File: src/rtl/stream_upsize.sv
// Narrow-to-wide valid/ready upsizer, lane 0 first; STREAM_UPSIZE_KEEP_EN adds the m_keep_o lane mask.
// Latency: closing narrow beat accepted at edge N -> wide beat valid right after edge N (output free).
// Backpressure: one full wide beat parks in the accumulator; s_ready_o is registered (!acc_full).
module stream_upsize #(
   parameter int T_DATA_WIDTH = 8,
   parameter int T_DATA_RATIO = 2
) (
   input  logic                                       clk,
   input  logic                                       rst_n,
   input  logic [T_DATA_WIDTH-1:0]                    s_data_i,
   input  logic                                       s_last_i,
   input  logic                                       s_valid_i,
   output logic                                       s_ready_o,
   output logic [T_DATA_RATIO-1:0][T_DATA_WIDTH-1:0]  m_data_o,
   output logic                                       m_last_o,
   output logic                                       m_valid_o,
`ifdef STREAM_UPSIZE_KEEP_EN
   output logic [T_DATA_RATIO-1:0]                    m_keep_o,
`endif
   input  logic                                       m_ready_i
);

   localparam int PW = $clog2(T_DATA_RATIO);
   localparam logic [PW-1:0] PTR_MAX = PW'(T_DATA_RATIO - 1);

   logic [T_DATA_RATIO-1:0][T_DATA_WIDTH-1:0] acc;
   logic [T_DATA_RATIO-1:0][T_DATA_WIDTH-1:0] acc_merged;
   logic [PW-1:0]                             ptr;
   logic                                      acc_full;
   logic                                      acc_last;

   logic write;
   logic read;
   logic out_free;
   logic closing;
   logic load_acc;
   logic load_in;

   assign s_ready_o = !acc_full;
   assign write     = s_valid_i & s_ready_o;
   assign read      = m_valid_o & m_ready_i;
   assign out_free  = !m_valid_o | m_ready_i;
   assign closing   = write & ((ptr == PTR_MAX) | s_last_i);
   // write is impossible while acc_full, so the two load sources never coincide
   assign load_acc  = acc_full & out_free;
   assign load_in   = closing & out_free;

   // Lanes above ptr are always zero, so a partial word is already zero-padded.
   always_comb begin
      acc_merged      = acc;
      acc_merged[ptr] = s_data_i;
   end

`ifdef STREAM_UPSIZE_KEEP_EN
   logic [T_DATA_RATIO-1:0] acc_keep;
   logic [T_DATA_RATIO-1:0] keep_merged;

   assign keep_merged = acc_keep | (T_DATA_RATIO'(1) << ptr);

   always_ff @(posedge clk or negedge rst_n) begin
      if (!rst_n) begin
         acc_keep <= '0;
         m_keep_o <= '0;
      end else begin
         if (load_acc) begin
            m_keep_o <= acc_keep;
         end else if (load_in) begin
            m_keep_o <= keep_merged;
         end
         if (load_acc) begin
            acc_keep <= '0;
         end else if (write) begin
            if (closing && out_free) begin
               acc_keep <= '0;
            end else begin
               acc_keep <= keep_merged;
            end
         end
      end
   end
`endif

   // Output stage: loads only when free, so data/last hold while stalled.
   always_ff @(posedge clk or negedge rst_n) begin
      if (!rst_n) begin
         m_data_o  <= '0;
         m_last_o  <= 1'b0;
         m_valid_o <= 1'b0;
      end else begin
         if (load_acc) begin
            m_data_o <= acc;
            m_last_o <= acc_last;
         end else if (load_in) begin
            m_data_o <= acc_merged;
            m_last_o <= s_last_i;
         end
         if (load_acc || load_in) begin
            m_valid_o <= 1'b1;
         end else if (read) begin
            m_valid_o <= 1'b0;
         end
      end
   end

   // Accumulator: collects lanes, parks a closed word when the output is busy.
   always_ff @(posedge clk or negedge rst_n) begin
      if (!rst_n) begin
         acc      <= '0;
         ptr      <= '0;
         acc_full <= 1'b0;
         acc_last <= 1'b0;
      end else begin
         if (load_acc) begin
            acc      <= '0;
            acc_full <= 1'b0;
            acc_last <= 1'b0;
         end else if (write) begin
            if (closing && out_free) begin
               acc <= '0;
               ptr <= '0;
            end else if (closing) begin
               acc      <= acc_merged;
               acc_last <= s_last_i;
               acc_full <= 1'b1;
               ptr      <= '0;
            end else begin
               acc[ptr] <= s_data_i;
               ptr      <= ptr + PW'(1);
            end
         end
      end
   end

endmodule

File: config.mk
export PLATFORM = sky130hd
export DESIGN_NAME = stream_upsize
export DESIGN_NICKNAME = d
export VERILOG_FILES = /design/src/rtl/stream_upsize.sv
export SDC_FILE = /design/constraint.sdc
export NUM_CORES = 1
export LEC_CHECK = 0
export ABC_AREA = 1
export CORE_AREA = 2 2 63 65
export DETAILED_ROUTE_END_ITERATION = 8
export DIE_AREA = 0 0 65 67
export PLACE_DENSITY_LB_ADDON = 0.05
export SKIP_CTS_REPAIR_TIMING = 1
export SYNTH_ARGS = -nofsm -noshare
export SYNTH_HDL_FRONTEND = slang
export SYNTH_SLANG_ARGS = --single-unit
File: constraint.sdc
create_clock -name clk -period 3.97 [get_ports clk]
set_clock_uncertainty 0.1 [all_clocks]
set_input_delay 0.794 -clock clk [delete_from_list [all_inputs] [get_ports clk]]
set_output_delay 0.794 -clock clk [all_outputs]
set_load 0.005 [all_outputs]
---- Yosys cells after proc, flatten, opt, wreduce, memory -nomap -nowiden ----
Cells that the tools add are included.
storage, ports and cells
  register bits ........................... 37
  bits of input ports ..................... 13
  output and inout port bits .............. 19
  logic and storage cells ................. 54
cells by class
  add/subtract/negate cells ............... 1
  $lt $le $gt $ge ......................... 2
  equality and inequality tests ........... 1
  muxes and demuxes ....................... 22
  bitwise logic cells ..................... 8
  reduce and logical (&&, ||, !) cells .... 11
operators by type and width
  cell                 number
  $mux 16              5
  $bwmux 16            1
  $mux 1               14
  $demux 8 s1          1
  $mux 8               1
  $reduce_bool 2->1    4
  $and 1x1->1          5
  $reduce_and 3->1     1
  $logic_and 1x1->1    2
  $logic_not 1->1      2
  $lt 1x2->1 const B   1
  $ne 2x2->1 const B   1
  $or 1x1->1           2
  $reduce_and 2->1     1
  $add 1x1->1 const B  1
  $ge 1x1->1 const B   1
  $logic_or 1x1->1     1
  $not 1->1            1

---- Longest topological paths before layout ----
Gate-level depths: netlist of run 1.
  depth after elaboration ................. 8
  depth in mapped cells ................... 9
  gate-level depth less buffers ........... 7

---- Least setup slack after synthesis of run 1 ----
OpenSTA, ideal clock, no wires.
  path type ............................... input -> register
  from .................................... input port m_ready_i
  to ...................................... register acc[7] (netlist name)
  library setup time ...................... 117 ps
  arrival ................................. 1458 ps
  required time ........................... 3753 ps
  setup slack ............................. 2295 ps
  cell stages on the path ................. 8
  path buffers ............................ 1
  path through ............................ inv_1 > nand2_2 > nand2_4 > nand2_2 > inv_2 > buf_6 > nand2_1 > nand2_1
between the ends
  word-level cells in the longest chain between the ends .. 5
  elaborated cells between the ends (all ways) .. 7
  classes of those cells .................. mux (3); bitwise (2); reduce/logical (2)
ends and longest elaborated chain
  what                           line  RTL
  start, declared                20    input logic m_ready_i
  $or 1x1->1 (*)                 42    assign out_free = !m_valid_o | m_ready_i;
  $logic_and 1x1->1              118   if (closing && out_free) begin
  $mux 16                        118
  $mux 16                        117   end else if (write) begin
  $mux 16                        113   if (load_acc) begin
  end signal, assigned           122   acc <= acc_merged;
  end signal, assigned by index  127   acc[ptr] <= s_data_i;
  end, declared                  26    logic [T_DATA_RATIO-1:0][T_DATA_WIDTH-1:0] acc;
Every way passes the cells marked *; elsewhere a longest branch is shown, timed or not. The select of a mux whose other input is x is not followed.
A chain may end at the register's enable or synchronous reset.

---- Final worst setup path of run 1 ----
  from .................................... input port m_ready_i
  to ...................................... register acc[13] (netlist name)
Same word-level chain as after synthesis.

==> impl_metrics.tcl, run 1 <==
set metrics [dict create \
    post-route-period-util_pct 69.35 \
    drv_slew 0 \
    worstPathArrival_ns 2.84 \
    finalSetupViolations 0 \
    viasPerCell 4.961 \
    layout_min_cycle_time_ns 2.753 \
    nNetsFinal 327 \
    gr-usage-all-layers_pct 23.63 \
    vias 1801 \
    synthMuxAreaShare_pct 0 \
    grt_overflow_total 0 \
    synth_top_family_by_area "simple AND/OR/NAND/NOR gates" \
    cts_tree "done" \
    status "completed" \
    drt_pass1_iterations 4 \
    startpoint_type "input port" \
    yosysWarnings 0 \
    cts_root_buffer "clkbuf_8" \
    reg2reg_slack_ns 1.63 \
    clk_pin_slew_ns 0.07 \
    ant_nets 0 \
    wire_per_inst_um 12.27 \
    die_w_um 65 \
    ios 32 \
    synthAdderAreaFrac_pct 0 \
    clk_latency_ns 0.29 \
    die_h_um 67 \
    synth_xor_area_share_pct 0 \
    wl_um 4455 \
    powerDensity_nw_per_um2 570.8 \
    seq_area_frac_synth_pct 45.37 \
    rr_startpoint "acc_full$_DFFE_PN0P_" \
    ir_worst_vdd_mv 0.3029 \
    dieArea_um2 4355 \
    yosys.area_share.simple_pct 44.57 \
    tightest_slew_ns 0.8380 \
    layout-drive-gt1-share_pct 5.397 \
    synth_top_cell_area_share_pct 45.37 \
    finalSetupTns_ns 0 \
    netlist_instances 291 \
    fin_ws_ns 1.217 \
    final_cell_mix "nand2_1, nand3_1, dfrtp_1" \
    rsz0062_at_grt "no" \
    yosys.area.top_type "dfrtp_1" \
    final_common_cell "nand2_1" \
    grt_pass1_vias 1678 \
    htree_levels 2 \
    synth.avg_cell_area_um2 7.013 \
    r2r_end "acc[13]$_DFFE_PN0P_" \
    yosysUniqueCellTypes 16 \
    hold_ws_ns 0.4071 \
    gp_congestion 0.8145 \
    crit_required_ns 4.05 \
    hold_viol 0 \
    grt_pass1_wl_um 7831 \
    antenna_found_initial 0 \
    hold_path_class "reg -> reg" \
    end_kind "flop" \
    hpwlAfterDp_um 2744 \
    crit_end "acc[13]$_DFFE_PN0P_" \
    crit_path_start "m_ready_i" \
    rows 22 \
    post-place-ws_ns 0.9284 \
    crit_type "in -> reg" \
    syn_nets 304 \
    diodes 0 \
    synth_compound_area_share_pct 0.4905 \
    synth-seq-cells 37 \
    maxCapViolCount 0 \
    final_core_util_pct 66.48 \
    max_freq_mhz 363.2 \
    cts_sinks 37 \
    drc_errors 0 \
    drt_iter0_drc 128 \
    cts-buffers-inserted 5 \
    grt_start_max_net_pins 38 \
    syn_to_final_growth_pct 17.47 \
    io_buffers 31 \
    power_leakage_nw 1.399 \
    yosys-top-cells-area "dfrtp_1, nand2_1, nand3_1" \
    rr_worst_depth 5 \
    core-area_um2 3606 \
    syn-cell-area_um2 2041 \
    crit_path_max_fanout 37 \
    clk_path_buf_depth 2 \
    floorplan.initialDensity_pct 56.59 \
    max-slew-margin-rel_pct 44.13 \
]
[metrics by stage]
step	total power, mW	cell area (um2)	cells
final	1.368	2397	363
after global routing	1.477	2397	363
after CTS	1.377	2397	363
after detailed placement	1.116	2315	355
after global placement	1.108	2315	355
after floorplan	0.8928	2041	291
[power by group]
group          leakage, nW  switching [mW]  internal [mW]
clock               0.0450           0.137          0.122
sequential           0.477          0.0993          0.506
combinational        0.877           0.253          0.252
total                 1.40           0.489          0.879
[cell families (layout without fill, tap and decap cells)]
group | Yosys count | in the layout
and+or+nand+nor | 213 | 213
buffers and inverters | 39 | 63
DFF | 37 | 37
AOI/OAI and AO/OA | 2 | 2
[cells in the mapped netlist]
| cell | number |
|---|---|
| buf_6 | 3 |
| inv_2 | 1 |
| inv_1 | 21 |
| buf_2 | 8 |
| dfrtp_1 | 37 |
| clkbuf_1 | 2 |
| nor2_4 | 1 |
| nand3_1 | 53 |
| nand3_4 | 1 |
| buf_4 | 3 |
| nand2_4 | 2 |
| a21oi_1 | 2 |
| nor2_1 | 2 |
| nand2_1 | 151 |
| inv_6 | 1 |
| nand2_2 | 3 |
[final cells by class]
class | instances | area, um2
Sequential cell | 37 | 925.9
Multi-Input combinational cell | 215 | 919.6
Timing Repair Buffer | 32 | 317.8
Inverter | 23 | 91.34
Tap cell | 48 | 60.06
Fill cell | 337 | 1209
Clock inverter | 2 | 10.01
Clock buffer | 6 | 72.57
[state kept, by name, indices dropped and copies added (netlist names)]
signal and count:
acc 16, m_data_o 16, acc_full 1, acc_last 1, m_last_o 1, m_valid_o 1, ptr 1
[per-layer routing]
metal	global-route usage (%)	wire, um	vias up
met5	0	0	-
met4	7.447	72	0
met3	5.574	196	7
met2	39.43	2111	41
met1	30.29	2075	808
li1	-	-	945
[critical path, stage by stage]
cell             delay (ns)
clkdlybuf4s50_1        0.45
inv_1                  0.04
nand2_2                0.36
nand2_4                0.37
nand2_2                0.42
inv_2                  0.22
nand2_1                0.11
nand2_1                0.05
[worst min path at each step]
stage                     slack [ns]                     from  depth (start not counted)                      end
after global routing            0.43  m_data_o[4]$_DFFE_PN0P_                          2  m_data_o[4]$_DFFE_PN0P_
final                           0.41  m_data_o[0]$_DFFE_PN0P_                          2  m_data_o[0]$_DFFE_PN0P_
after floorplan                 0.37     acc_last$_DFFE_PN0P_                          2     acc_last$_DFFE_PN0P_
after detailed placement        0.39  m_data_o[2]$_DFFE_PN0P_                          2  m_data_o[2]$_DFFE_PN0P_
after global placement          0.39      acc[14]$_DFFE_PN0P_                          2      acc[14]$_DFFE_PN0P_
after CTS                       0.41  m_data_o[2]$_DFFE_PN0P_                          2  m_data_o[2]$_DFFE_PN0P_
Power figures use the tool's default switching activity.
==> run 2, diff against run 1 <==
--- a/config.mk
+++ b/config.mk
@@ -6,9 +6,9 @@
 export NUM_CORES = 1
 export LEC_CHECK = 0
 export ABC_AREA = 1
-export CORE_AREA = 2 2 63 65
+export CORE_AREA = 2 2 66 68
 export DETAILED_ROUTE_END_ITERATION = 8
-export DIE_AREA = 0 0 65 67
+export DIE_AREA = 0 0 68 70
 export PLACE_DENSITY_LB_ADDON = 0.05
 export SKIP_CTS_REPAIR_TIMING = 1
 export SYNTH_ARGS = -nofsm -noshare
==> constraint.sdc (replaced) <==
create_clock -name clk -period 2.57 [get_ports clk]
set_clock_uncertainty 0.1 [all_clocks]
set_input_delay 0.514 -clock clk [delete_from_list [all_inputs] [get_ports clk]]
set_output_delay 0.514 -clock clk [all_outputs]
set_load 0.005 [all_outputs]
==> impl_metrics.tcl, run 2 (synthesized netlist as in run 1, its figures left out) <==
set metrics [dict create \
    hold_path_class "in -> async" \
    hpwlAfterDp_um 3091 \
    dieArea_um2 4760 \
    cts_tree "done" \
    end_kind "primary output" \
    hold_ws_ns 0.2178 \
    max_freq_mhz 486.9 \
    cp_slowest_stage_delay_ns 0.51 \
    grt_overflow_total 0 \
    ant_nets 0 \
    floorplan.initialDensity_pct 49.25 \
    crit_path_max_fanout 8 \
    grt_pass1_wl_um 8438 \
    slowest_stage "dfrtp_1" \
    final_cell_mix "nand2_1, nand3_1, dfrtp_1" \
    fin_ws_ns 0.5161 \
    clk_pin_slew_ns 0.07 \
    startpoint_type "flop" \
    grt_start_max_net_pins 38 \
    post-route-period-util_pct 79.92 \
    tightest_slew_ns 0.8262 \
    antenna_found_initial 0 \
    ios 32 \
    wire_per_inst_um 12.77 \
    viasPerCell 4.911 \
    gr-usage-all-layers_pct 23.18 \
    drv_slew 0 \
    drt_pass1_iterations 4 \
    post-place-ws_ns 0.3622 \
    gp_congestion 0.8051 \
    core-area_um2 4144 \
    powerDensity_nw_per_um2 915.6 \
    die_w_um 68 \
    worstPathCellList "inv_1 > clkdlybuf4s50_1" \
    ir_worst_vdd_mv 0.5066 \
    die_h_um 70 \
    finalSetupTns_ns 0 \
    layout-drive-gt1-share_pct 7.187 \
    max-slew-margin-rel_pct 44.92 \
    maxCapViolCount 0 \
    diodes 0 \
    crit_type "reg -> out" \
    worstPathArrival_ns 1.44 \
    fill_cells 413 \
    grt_pass1_vias 1781 \
    syn_to_final_growth_pct 20.97 \
    cts_sinks 37 \
    clk_latency_ns 0.29 \
    vias 1827 \
    final_common_cell "nand2_1" \
    cts-buffers-inserted 5 \
    hold_viol 0 \
    clk_path_buf_depth 2 \
    wl_um 4750 \
    drt_iter0_drc 120 \
    finalSetupViolations 0 \
    layout_min_cycle_time_ns 2.054 \
    crit_required_ns 1.96 \
    rows 24 \
    largestRegisters "acc x16, m_data_o x16" \
    rsz0062_at_grt "no" \
    status "completed" \
    nNetsFinal 332 \
    io_buffers 31 \
    drc_errors 0 \
    htree_levels 2 \
    power_leakage_nw 1.436 \
    cts_root_buffer "clkbuf_8" \
]
-- run 2: cell count changes in the layout (fill, tap and decap cells not counted), sizes merged --
cell | previous run | this run
clkdlybuf4s50 | 31 | 30
clkbuf | 6 | 7
bufinv | 0 | 1
clkinv | 2 | 0
buf | 1 | 7
-- run 2: routing by layer --
metal,up-vias,global-route usage (%),share of wire [%]
li1,956,-,-
met1,819,32.74,48
met2,41,34.20,46
met3,11,4.992,3.5
met4,0,9.333,2.1
met5,-,0,0
-- run 2: where the power goes --
group / internal, mW / switching, mW / leakage [nW]
sequential: 0.782 / 0.134 / 0.477
combinational: 0.404 / 0.417 / 0.900
clock: 0.316 / 0.207 / 0.0585
total: 1.50 / 0.758 / 1.44
-- run 2: final cells by class --
class | count | area, um2 | share of cell area (%)
clock inverters | 1 | 30.03 | 1.216
repair buffers | 37 | 350.3 | 14.19
well taps | 52 | 65.06 | 2.636
inverters | 23 | 91.34 | 3.700
flip-flops and latches | 37 | 925.9 | 37.51
clock buffers | 7 | 86.33 | 3.497
multi-input cells | 215 | 919.6 | 37.25
-- run 2: final timing paths --
kind,startpoint,to,cells past startpoint,slack (ns)
min,rst_n,acc_last$_DFFE_PN0P_,1,0.22
max in group asynchronous,rst_n,acc[6]$_DFFE_PN0P_,1,1.63
max reg2reg,acc_full$_DFFE_PN0P_,m_data_o[7]$_DFFE_PN0P_,5,0.96
min in group clk,m_data_o[0]$_DFFE_PN0P_,m_data_o[0]$_DFFE_PN0P_,2,0.41
max,acc_full$_DFFE_PN0P_,s_ready_o,2,0.52
min reg2reg,m_data_o[0]$_DFFE_PN0P_,m_data_o[0]$_DFFE_PN0P_,2,0.41
-- run 2: through the flow --
| step | power [mW] | util, % | cell area, um2 | cells |
|---|---|---|---|---|
| 2_1_floorplan | 1.379 | - | 2041 | 291 |
| 3_3_place_gp | 1.743 | 56.76 | 2352 | 364 |
| 3_5_place_dp | 1.752 | 56.76 | 2352 | 364 |
| 4_1_cts | 2.284 | 59.57 | 2469 | 372 |
| 5_1_grt | 2.462 | 59.57 | 2469 | 372 |
| 6_report | 2.260 | 59.57 | 2469 | 372 |
-- run 2: critical path, delay by kind of cell, from the launching register on --
kind | cells | cell delay [ns]
flops | 1 | 0.51
buf+inv | 2 | 0.65
==> run 3, diff against run 2 <==
==> constraint.sdc (replaced) <==
create_clock -name clk -period 2 [get_ports clk]
set_clock_uncertainty 0.1 [all_clocks]
set_input_delay 0.4 -clock clk [delete_from_list [all_inputs] [get_ports clk]]
set_output_delay 0.4 -clock clk [all_outputs]
set_load 0.005 [all_outputs]
==> impl_metrics.tcl, run 3 (synthesized netlist as in run 1, its figures left out) <==
set metrics [dict create \
    status "completed" \
    wl_um 4707 \
    post-route-period-util_pct 87.79 \
    end_kind "primary output" \
    cts_tree "done" \
    syn_to_final_growth_pct 23.05 \
    hold_path_class "in -> async" \
    drt_pass1_iterations 4 \
    maxCapViolCount 0 \
    wire_per_inst_um 12.52 \
    cts_root_buffer "clkbuf_8" \
    grt_start_max_net_pins 38 \
    grt_pass1_wl_um 8197 \
    clk_path_buf_depth 2 \
    grt_pass1_vias 1727 \
    ios 32 \
    slowest_stage "clkdlybuf4s50_1" \
    hold_ws_ns 0.05033 \
    critical_path_depth 2 \
    power_leakage_nw 1.460 \
    antenna_found_initial 0 \
    htree_levels 2 \
    largestRegisters "acc x16, m_data_o x16" \
    drv_slew 0 \
    powerDensity_nw_per_um2 1159 \
    crit_buf_inv 2 \
    cp_slowest_stage_delay_ns 0.50 \
    cts-buffers-inserted 5 \
    max-slew-margin-rel_pct 68.40 \
    gp_congestion 0.8010 \
    rsz0062_at_grt "no" \
    fin_area_um2 2511 \
    worstPathArrival_ns 1.26 \
    max_freq_mhz 569.5 \
    viasPerCell 4.928 \
    gr-usage-all-layers_pct 22.53 \
    post_dp_cell_area_um2 2395 \
    vias 1853 \
    crit_required_ns 1.50 \
    drt_iter0_drc 129 \
    cpLargestDelayFamily "buffers and inverters" \
    rows 24 \
    final_cell_mix "nand2_1, nand3_1, dfrtp_1" \
    hold_viol 0 \
    tightest_slew_ns 0.4739 \
    ir_worst_vdd_mv 0.6445 \
    cts_sinks 37 \
    dieArea_um2 4760 \
    die_w_um 68 \
    finalSetupTns_ns 0 \
    io_buffers 31 \
    clk_pin_slew_ns 0.07 \
    layout_min_cycle_time_ns 1.756 \
    final_core_util_pct 60.60 \
    diodes 0 \
    worstPathCellList "inv_1 > clkdlybuf4s50_1" \
    grt_overflow_total 0 \
    hpwlAfterDp_um 3083 \
    rr_worst_depth 6 \
    clk_latency_ns 0.29 \
    total_power_mw 2.911 \
    die_h_um 70 \
    drc_errors 0 \
    finalSetupViolations 0 \
    layout-drive-gt1-share_pct 8.333 \
    crit_type "reg -> out" \
    startpoint_type "flop" \
    floorplan.initialDensity_pct 49.25 \
    ant_nets 0 \
    core-area_um2 4144 \
    nNetsFinal 336 \
    final_common_cell "nand2_1" \
    crit_path_max_fanout 2 \
]
-- run 3: changes by cell type in the layout (fill, tap and decap cells not counted) --
cell    previous run  this run
buf_12             0         1
buf_4              6         9
-- run 3: final timing paths --
kind	endpoint	slack, ns	from
worst max-delay path	s_ready_o	0.24	acc_full$_DFFE_PN0P_
min in group clk	m_data_o[3]$_DFFE_PN0P_	0.40	m_data_o[3]$_DFFE_PN0P_
worst min register to register	m_data_o[3]$_DFFE_PN0P_	0.40	m_data_o[3]$_DFFE_PN0P_
max in group asynchronous	acc[12]$_DFFE_PN0P_	1.42	rst_n
worst min-delay path	ptr$_DFFE_PN0P_	0.05	rst_n
worst max register to register	acc[4]$_DFFE_PN0P_	0.46	acc_full$_DFFE_PN0P_
-- run 3: cell type report --
type | count | area, um2
clock inverter | 1 | 30.03
clock buffer | 7 | 86.33
tap | 52 | 65.06
timing repair buffer | 41 | 392.9
sequential | 37 | 925.9
multi-input combinational | 215 | 919.6
fill | 389 | 1633
inverter | 23 | 91.34
-- run 3: metal layers --
metal | up-vias | wire [um] | GRT usage, %
met1 | 841 | 2314 | 32.39
met3 | 7 | 205 | 5.314
met2 | 45 | 2123 | 33.23
li1 | 960 | - | -
met4 | 0 | 63 | 7.333
met5 | - | 0 | 0
-- run 3: metrics by stage --
stage	setup WS, ns	cells
2_1_floorplan	0.7055	291
3_3_place_gp	0.1263	368
3_5_place_dp	0.09954	368
4_1_cts	0.2310	376
5_1_grt	0.1877	376
6_report	0.2442	376
-- run 3: report_power, final --
group | switching (mW) | total (mW) | internal, mW
Clock | 0.254 | 0.661 | 0.406
Sequential | 0.160 | 1.17 | 1.01
Combinational | 0.548 | 1.08 | 0.537
Total | 0.963 | 2.91 | 1.95
